### config.mk
export PLATFORM = sky130hd
export DESIGN_NAME = fetch_pc_unit
export DESIGN_NICKNAME = d
export VERILOG_FILES = /design/src/rtl/cpu_pkg.sv /design/src/rtl/branch_target_calc.sv /design/src/rtl/fetch_pc_unit.sv
export SDC_FILE = /design/constraint.sdc
export NUM_CORES = 1
export LEC_CHECK = 0
export CORE_ASPECT_RATIO = 1.75
export CORE_MARGIN = 2
export CORE_UTILIZATION = 44
export CTS_CLUSTER_SIZE = 10
export DETAILED_ROUTE_END_ITERATION = 10
export GPL_TIMING_DRIVEN = 0
export PLACE_DENSITY = 0.82
export RECOVER_POWER = 100
export SLEW_MARGIN = 20
export SYNTH_ARGS = -nofsm -noshare
export SYNTH_HDL_FRONTEND = slang
export SYNTH_HIERARCHICAL = 1
export SYNTH_SLANG_ARGS = --single-unit
### constraint.sdc
create_clock -name clk -period 5.1 [get_ports clk]
set_clock_uncertainty 0.15 [all_clocks]
set_input_delay 1.275 -clock clk [delete_from_list [all_inputs] [get_ports clk]]
set_output_delay 1.275 -clock clk [all_outputs]
set_load 0.02 [all_outputs]
### src/rtl/cpu_pkg.sv
// Shared types and constants for the fetch front-end and its branch-select helpers.
package cpu_pkg;

  typedef enum logic [1:0] {
    IDLE,
    FETCH,
    HOLD
  } fetch_state_t;

  localparam logic [31:0] RESET_PC_DEFAULT = 32'h0000_0000;
  localparam logic [31:0] INSTR_BYTES      = 32'd4;

endpackage

### src/rtl/branch_target_calc.sv
// Both next-PC candidates for the branch mux: sequential pc+4 and the branch target.
module branch_target_calc
  import cpu_pkg::*;
#(
  parameter int ADDR_W = 32
) (
  input  logic [ADDR_W-1:0] pc,
  input  logic [ADDR_W-1:0] br_pc,
  input  logic [ADDR_W-1:0] br_offset,
  output logic [ADDR_W-1:0] pc_plus4,
  output logic [ADDR_W-1:0] branch_target
);

  // Word offset becomes a byte offset; the two top bits fall off and the add wraps.
  assign pc_plus4      = pc + ADDR_W'(INSTR_BYTES);
  assign branch_target = br_pc + (br_offset << 2);

endmodule

### src/rtl/fetch_pc_unit.sv
// Program counter owner: fetches one instruction at a time, holds it for decode,
// and redirects on a taken branch.
module fetch_pc_unit
  import cpu_pkg::*;
#(
  parameter logic [31:0] RESET_PC = RESET_PC_DEFAULT,
  parameter int          ADDR_W   = 32
) (
  input  logic              clk,
  input  logic              rst_n,
  output logic              imem_req,
  output logic [ADDR_W-1:0] imem_addr,
  input  logic              imem_ready,
  input  logic [31:0]       imem_rdata,
  output logic [31:0]       instr,
  output logic [ADDR_W-1:0] instr_pc,
  output logic              instr_valid,
  input  logic              instr_accept,
  input  logic              resolve_valid,
  input  logic              branch,
  input  logic              zero,
  input  logic [ADDR_W-1:0] br_pc,
  input  logic [ADDR_W-1:0] br_offset,
  output logic [ADDR_W-1:0] pc_plus4,
  output logic [ADDR_W-1:0] branch_target
);

  fetch_state_t      state_q, state_d;
  logic [ADDR_W-1:0] pc_q, pc_d;
  logic [31:0]       instr_q, instr_d;
  logic [ADDR_W-1:0] instr_pc_q, instr_pc_d;
  logic              instr_valid_q, instr_valid_d;
  logic              taken;

  branch_target_calc #(.ADDR_W(ADDR_W)) u_calc (
    .pc           (pc_q),
    .br_pc        (br_pc),
    .br_offset    (br_offset),
    .pc_plus4     (pc_plus4),
    .branch_target(branch_target)
  );

  assign taken = resolve_valid & branch & zero;

  always_comb begin
    // NOTE: every _d starts at its _q so no path leaves a value unassigned (no latches).
    state_d       = state_q;
    pc_d          = pc_q;
    instr_d       = instr_q;
    instr_pc_d    = instr_pc_q;
    instr_valid_d = instr_valid_q;

    unique case (state_q)
      IDLE:  state_d = FETCH;
      FETCH: if (imem_ready) begin
        instr_d       = imem_rdata;
        instr_pc_d    = pc_q;
        instr_valid_d = 1'b1;
        pc_d          = pc_plus4;
        state_d       = HOLD;
      end
      HOLD:  if (instr_accept) begin
        instr_valid_d = 1'b0;
        state_d       = FETCH;
      end
      default: state_d = IDLE;
    endcase

    // A taken branch wins over everything, including a word returning this cycle.
    if (taken) begin
      pc_d          = branch_target;
      instr_d       = instr_q;
      instr_pc_d    = instr_pc_q;
      instr_valid_d = 1'b0;
      state_d       = FETCH;
    end
  end

  always_ff @(posedge clk) begin
    // NOTE: sequential state uses non-blocking assignment; reset is sampled on the edge only.
    if (!rst_n) begin
      state_q       <= IDLE;
      pc_q          <= RESET_PC;
      instr_q       <= '0;
      instr_pc_q    <= '0;
      instr_valid_q <= 1'b0;
    end else begin
      state_q       <= state_d;
      pc_q          <= pc_d;
      instr_q       <= instr_d;
      instr_pc_q    <= instr_pc_d;
      instr_valid_q <= instr_valid_d;
    end
  end

  assign imem_req    = (state_q == FETCH);
  assign imem_addr   = pc_q;
  assign instr       = instr_q;
  assign instr_pc    = instr_pc_q;
  assign instr_valid = instr_valid_q;

endmodule

Word-level counts from Yosys, hierarchy flattened. Index checks and enable logic that the tools add are counted.

Bits of input ports: 103. Flip-flop bits (word level): 99. Logic and storage cells: 38.

Add/subtract/negate cells: 2. Equal/unequal tests: 6. Bitwise gates (word level): 4. Reductions and logical operators: 10. Muxes and demuxes: 10.

Operators with widths (number): $mux W32 (3); $add A32 B3 Y32 const B (1); $add A32 B32 Y32 (1); $pmux W2 S3 (1); $reduce_and A2 Y1 (3); $reduce_and A3 Y1 (2); $reduce_bool A2 Y1 (3); $mux W2 (2); $mux W1 (3); $ne A3 B1 Y1 const B (1); $ne A3 B3 Y1 const B (1); $and A1 B1 Y1 (2); $eq A2 B1 Y1 const B (1); $eq A2 B2 Y1 const B (1); $logic_not A2 Y1 (1); $ne A2 B1 Y1 const B (1); $ne A2 B2 Y1 const B (1); $not A1 Y1 (2); $pmux W1 S2 (1); $reduce_or A2 Y1 (1).

Depth between registers and ports, before layout. Gate-level depths: netlist of the first run.

Word-level depth: 4. Mapped depth: 12. Gate-level depth less buffers: 12.

By module. The synthesis of the first run kept the hierarchy.

Modules (own cells, without submodules): fetch_pc_unit (area an instance 4030.1 um^2, cells each 474, instances 1); branch_target_calc (area an instance 2234.6 um^2, cells each 328, instances 1).

Worst setup path before layout of the first run. Ideal clock, no wire load.

Kind: input -> output. From: input br_pc[2]. To: output branch_target[30]. Data required time: 3.675 ns. Arrival: 3.431 ns. Setup slack: 0.244 ns. Stages on the path: 10. Path through: ha_1 -> inv_1 -> fa_1 -> and2b_1 -> o211ai_2 -> a211oi_2 -> o21bai_1 -> a31oi_2 -> nor3_1 -> a211oi_1.

Word-level cells in the longest chain between the ends: 1.

Ends and longest elaborated chain: start, declared (RTL line fetch_pc_unit.sv:22) `input logic [ADDR_W-1:0] br_pc,`; $add A32 B32 Y32 (RTL line branch_target_calc.sv:16) `assign branch_target = br_pc + (br_offset << 2);`; end, declared (RTL line fetch_pc_unit.sv:25) `output logic [ADDR_W-1:0] branch_target`.

No other way between the ends.

Worst setup path in the final report of the first run.
From: input br_pc[2]. To: output branch_target[28].

Same word-level chain as after synthesis.

==> results_dict.tcl, run 1 <==
set metrics [dict create \
    status "completed" \
    clkSinkCount 99 \
    p_seq_share_pct 33.4 \
    synth.avg_cell_area_um2 7.81 \
    wire_per_inst_um 17.8 \
    maxCapViolCount 0 \
    end_kind "output port" \
    grt_pass1_wl_um 35000 \
    coreArea_um2 13900 \
    met2_usage_pct 54.2 \
    die_h_um 162 \
    drt_iter0_drc 369 \
    vias 6952 \
    synth.net_count 936 \
    grt_max_degree 16 \
    overflow 0 \
    io_buffers 259 \
    fill_cells 1134 \
    final_antenna_net_count 0 \
    sw_frac_of_total_pct 33.0 \
    clockRootBuffer "clkbuf_16" \
    yosysTopAreaCell "dfxtp_1" \
    power.switching_mw 0.835 \
    setup_viol 0 \
    start_kind "input port" \
    synth_cells 802 \
    synth-async-reset-ratio_pct 0 \
    worstSetupPathType "input port to output port" \
    max_freq_ghz 0.197 \
    p_int_mw 1.70 \
    clock_path_buffers 2 \
    cp.required_ns 3.67 \
    ys_ff_latch 99 \
    path_clk_slew_ns 0.06 \
    worst_pin_slew_ns 0.732 \
    routed_wl_um 22800 \
    syn_area_um2 6260 \
    dp_slack_ns -1.21 \
    period_minus_slack_ns 5.08 \
    clkPwrFrac_pct 30.2 \
    utilization_pct 70.8 \
    yosysUniqueCellTypes 54 \
    synth_edf_count 0 \
    cp_max_fo 3 \
    diodes 0 \
    final_layout_size_suffix_gt1_share_pct 12.9 \
    worstPathArrival_ns 3.65 \
    drc 0 \
    p_total_mw 2.53 \
    final_nets 1229 \
    max-vdd-ir-drop_mv 0.141 \
    dieArea_um2 15200 \
    multiInputGateArea_um2 4300 \
    htreeDepth 3 \
    synth_flop_cell "dfxtp_1" \
    seq_area_frac_synth_pct 31.6 \
    initial_core_util_pct 45.0 \
    area_growth_pct 57.1 \
    comb_power_share_pct 36.4 \
    die_w_um 94.2 \
    slew_viol_final 0 \
    setup_ws_ns 0.0225 \
    relSlewSlack_pct 51.2 \
    vias_per_cell 5.45 \
    hold_buffers 0 \
    gp_congestion 0.961 \
    dr.pass1.iters 8 \
    dpl.hpwl_um 17500 \
    busiest_layer "met2" \
    hold_viol_final 0 \
    ioPinCount 265 \
    yosys_warnings 6 \
    cts_tree "built" \
    grt_use_total_pct 29.0 \
    ff_latch_area_um2 1980 \
    std_cell_rows 57 \
    worst_hold_slack_ns 0.300 \
    grt_util_met1_pct 29.2 \
    pwr_density_cell_nw_per_um2 257 \
    synth_area_leaders "dfxtp_1 (32%), nand2_1 (14%), mux2i_1 (10%)" \
    antenna_found_initial 0 \
    cts_made_buffers 9 \
    p_leak_nw 4.02 \
    grt_pass1_vias 6997 \
    post-route-period-util_pct 99.6 \
    use_met3_pct 4.55 \
    rsz0062_at_grt "yes" \
    clock_latency_ns 0.34 \
    hold_class "register to register" \
    yosys.area.top_type_share_pct 31.6 \
]
==> final cells by class <==
class | instances | share of cell area [%]
clock buffers | 10 | 2.33
plain buffers | 52 | 2.44
well taps | 177 | 2.25
repair buffers | 282 | 27.6
multi-input cells | 638 | 43.7
inverters | 13 | 0.496
flip-flops and latches | 99 | 20.1
clock inverters | 5 | 1.04
==> critical path: stages <==
cell and delay [ns]:
buf_8 0.08, ha_4 0.13, inv_2 0.03, fa_2 0.35, and2b_1 0.22, o211ai_1 0.18, a211oi_4 0.42, nor2_4 0.11
o41ai_4 0.35, o21ai_2 0.12, xnor2_2 0.20, buf_4 0.17
==> state kept, by name, indices dropped and copies added (netlist names) <==
name,flops
imem_addr,32
instr_pc,32
state_q,2
instr,32
instr_valid,1
==> worst paths after layout <==
path	slack, ns	to	start	cells past startpoint
min reg2reg	0.30	instr_pc[1]	instr_pc[1]	2
max reg2reg	2.40	imem_addr[26]	imem_addr[2]	10
min	0.30	instr_pc[1]	instr_pc[1]	2
max	0.02	branch_target[28]	br_pc[2]	12
==> logic make-up (layout without fill, tap and decap cells) <==
logic type	count (synthesis)	count (layout)	synth area share, %
muxes	64	64	10.2
DFF	99	99	31.6
buffers and inverters	65	362	5.77
AOI/OAI and AO/OA	167	167	16.5
xor gates and xnor gates	54	54	7.55
adders and majority gates	31	31	6.31
and+or+nand+nor	322	322	22.0
==> synth_stat cells (all sizes together), types with 2 or more instances <==
cell type	count
and3	11
a31oi	37
dfxtp	99
a21bo	2
nand2	230
a21o	11
xor2	12
nor2b	4
o21a	4
mux2i	64
nand3b	2
nor3	6
nand3	21
nand2b	3
xnor2	42
inv	13
and2b	3
nor2	24
a21oi	36
ha	30
and2	4
o211ai	4
o21ai	58
clkbuf	33
a211oi	7
nand4	9
buf	19
==> power by group through the flow <==
stage               logic (mW)  clock network (mW)  registers [mW]
floorplan                0.425                   0           0.897
global placement         0.851                   0           0.862
detailed placement       0.854                   0           0.863
CTS                      0.896               0.776           0.845
global route             0.978               0.804           0.850
finish                   0.922               0.765           0.845
==> layout by cell type, fill, tap and decap left out, types with 4 or more instances in the layout <==
| cell type | count |
|---|---|
| o21ai_0 | 46 |
| o21ai_2 | 8 |
| buf_6 | 4 |
| buf_4 | 35 |
| a21oi_2 | 13 |
| ha_2 | 7 |
| clkbuf_16 | 9 |
| a21oi_4 | 4 |
| a21oi_1 | 19 |
| dfxtp_1 | 99 |
| o211ai_1 | 4 |
| ha_1 | 18 |
| a31oi_1 | 35 |
| nor2b_1 | 4 |
| nand2_1 | 229 |
| xnor2_1 | 37 |
| nand4_1 | 9 |
| dlygate4sd2_1 | 6 |
| clkdlybuf4s50_1 | 122 |
| o21ai_1 | 4 |
| xnor2_2 | 5 |
| ha_4 | 5 |
| buf_2 | 8 |
| o21a_1 | 4 |
| a21o_1 | 11 |
| nor2_1 | 21 |
| clkbuf_1 | 41 |
| and3_1 | 9 |
| dlygate4sd3_1 | 108 |
| xor2_1 | 10 |
| nand3_1 | 20 |
| inv_1 | 11 |
| mux2i_1 | 64 |
==> repair_timing <==
item	in CTS	in global routing
setup buffers	13	10
cloned	0	0
resized for setup	134	63
pin swaps	21	19
setup endpoints to repair	25	20
==> per-stage QoR <==
| step | TNS (ns) | instance area, um^2 | std cells |
|---|---|---|---|
| 6_report | 0 | 9840 | 1276 |
| 5_1_grt | -0.358 | 9840 | 1276 |
| 4_1_cts | -0.00438 | 9700 | 1266 |
| 3_5_place_dp | -14.26 | 9080 | 1238 |
| 3_3_place_gp | -14.32 | 9080 | 1238 |
| 2_1_floorplan | 0 | 6260 | 802 |
==> layer usage <==
metal / vias up / routed length [um]
met5: - / 0
met4: 0 / 1490
met3: 89 / 1080
met2: 275 / 12100
met1: 3232 / 8060
li1: 3356 / -
Power figures use the tool's default switching activity.
==> run 2, diff against run 1 <==
Settings changed: CORE_ASPECT_RATIO 1.75 to default.
==> run 2 against run 1 <==
Register-to-register slack hardly changed; flip-flop and latch count stayed put; sequential share of layout area is 0.23 points higher; die area is 0.24% lower; global-route usage is 2.3 points lower; critical path depth is 2 lower; clock power is 3.9% lower; non-clock buffer count is 6 lower; via count is 1.2% lower; combinational power is 3.1% lower.
==> results_dict.tcl, run 2 (synthesis results as in run 1) <==
set metrics [dict create \
    status "completed" \
    initial_core_util_pct 45.1 \
    overflow 0 \
    cp.required_ns 3.67 \
    relSlewSlack_pct 49.2 \
    start_kind "input port" \
    vias_per_cell 5.39 \
    max-vdd-ir-drop_mv 0.127 \
    maxCapViolCount 0 \
    io_buffers 259 \
    max_freq_ghz 0.198 \
    r2r-start "state_q[0]" \
    cts_made_buffers 9 \
    die_w_um 123 \
    path_clk_slew_ns 0.07 \
    hold_viol_final 0 \
    drt_iter0_drc 356 \
    final_antenna_net_count 0 \
    clock_latency_ns 0.34 \
    dp_cells 1241 \
    layout_commonest_cell "nand2_1" \
    worstPathArrival_ns 3.63 \
    reg2reg_depth 6 \
    p_leak_nw 3.95 \
    ioPinCount 265 \
    dpl.hpwl_um 16300 \
    setup_viol 0 \
    hold_buffers 0 \
    grt_pass1_wl_um 32000 \
    coreArea_um2 13900 \
    grt_use_total_pct 26.7 \
    cts_tree "built" \
    dpl_cell_area_um2 9080 \
    die_h_um 123 \
    r2r-end "instr[23]" \
    utilization_pct 70.1 \
    dr.pass1.iters 6 \
    routed_wl_um 21400 \
    post-route-period-util_pct 99.2 \
    vias 6867 \
    cp_max_fo 4 \
    area_growth_pct 55.4 \
    dieArea_um2 15200 \
    hold_end "instr[22]" \
    clock_path_buffers 2 \
    drc 0 \
    end_kind "output port" \
    hp-start "instr[22]" \
    hold_class "register to register" \
    dp_slack_ns -1.04 \
    design_area_um2 9730 \
    grt_max_degree 18 \
    setup_ws_ns 0.0425 \
    final_cells 1274 \
    ff2ff_setup_slack_ns 2.39 \
    pwr_density_cell_nw_per_um2 254 \
    gp_congestion 0.886 \
    holdPathStages 2 \
    diodes 0 \
    final_layout_size_suffix_gt1_share_pct 11.7 \
    rsz0062_at_grt "yes" \
    antenna_found_initial 0 \
    worst_pin_slew_ns 0.762 \
    period_minus_slack_ns 5.06 \
    grt_pass1_vias 6396 \
    wire_per_inst_um 16.8 \
    tns_ns 0 \
    clockRootBuffer "clkbuf_16" \
    std_cell_rows 43 \
    final_nets 1223 \
    clkSinkCount 99 \
    htreeDepth 3 \
    worstSetupPathType "input port to output port" \
    final_cell_mix "nand2_1 (228), clkdlybuf4s50_1 (126), dlygate4sd3_1 (105)" \
    slew_viol_final 0 \
]
-- run 2: layout make-up --
type / instances / area [um^2]
Clock inverter: 7 / 101
Clock buffer: 9 / 225
Buffer: 52 / 239
Fill cell: 1105 / 4150
Multi-Input combinational cell: 638 / 4250
Timing Repair Buffer: 276 / 2660
Inverter: 13 / 48.8
Tap cell: 180 / 225
Sequential cell: 99 / 1980
-- run 2: critical path, stage by stage --
cell and delay (ns):
clkdlybuf4s50_1 0.46, ha_4 0.31, o211ai_1 0.14, o211ai_1 0.23
nand2_2 0.12, a21oi_4 0.24, a21oi_2 0.12, and3_1 0.20
nor4_4 0.31, buf_4 0.21
-- run 2: how the worst max path moves through the flow --
stage	from	end	slack, ns
3_3_place_gp	br_pc[2]	branch_target[28]	-1.02
2_1_floorplan	br_pc[2]	branch_target[30]	0.24
5_1_grt	br_offset[1]	branch_target[26]	-0.07
4_1_cts	br_pc[5]	branch_target[29]	0.005
3_5_place_dp	br_pc[2]	branch_target[28]	-1.04
6_report	br_pc[5]	branch_target[29]	0.04
-- run 2: metrics by stage --
| stage | hold WS (ns) | power [mW] |
|---|---|---|
| after floorplan | 0.371 | 1.32 |
| after global placement | 0.291 | 1.70 |
| after detailed placement | 0.298 | 1.71 |
| after CTS | 0.308 | 2.46 |
| after global routing | 0.323 | 2.57 |
| final | 0.303 | 2.47 |
-- run 2: power by group --
| group | leakage, nW | total [mW] | switching (mW) | internal [mW] |
|---|---|---|---|---|
| clock network | 0.152 | 0.735 | 0.302 | 0.433 |
| logic | 2.99 | 0.893 | 0.491 | 0.402 |
| registers | 0.806 | 0.844 | 0.0365 | 0.808 |
-- run 2: repair_timing --
item | CTS | global route
pin swaps | 25 | 26
setup buffers | 11 | 6
cloned | 0 | 0
gates resized for setup | 120 | 54
setup endpoints to repair | 25 | 18
-- run 2: per-layer routing --
layer | track usage [%] | up-vias | routed length [um]
li1 | - | 3346 | -
met3 | 6.55 | 49 | 1790
met4 | 9.73 | 0 | 590
met1 | 30.4 | 3185 | 8470
met2 | 48.1 | 287 | 10500
met5 | 0 | - | 0
==> run 3, diff against run 2 <==
Settings changed: SLEW_MARGIN 20 to default.
==> results of run 3 <==
No change in the layout: final DEF, timing and power equal those of run 2.
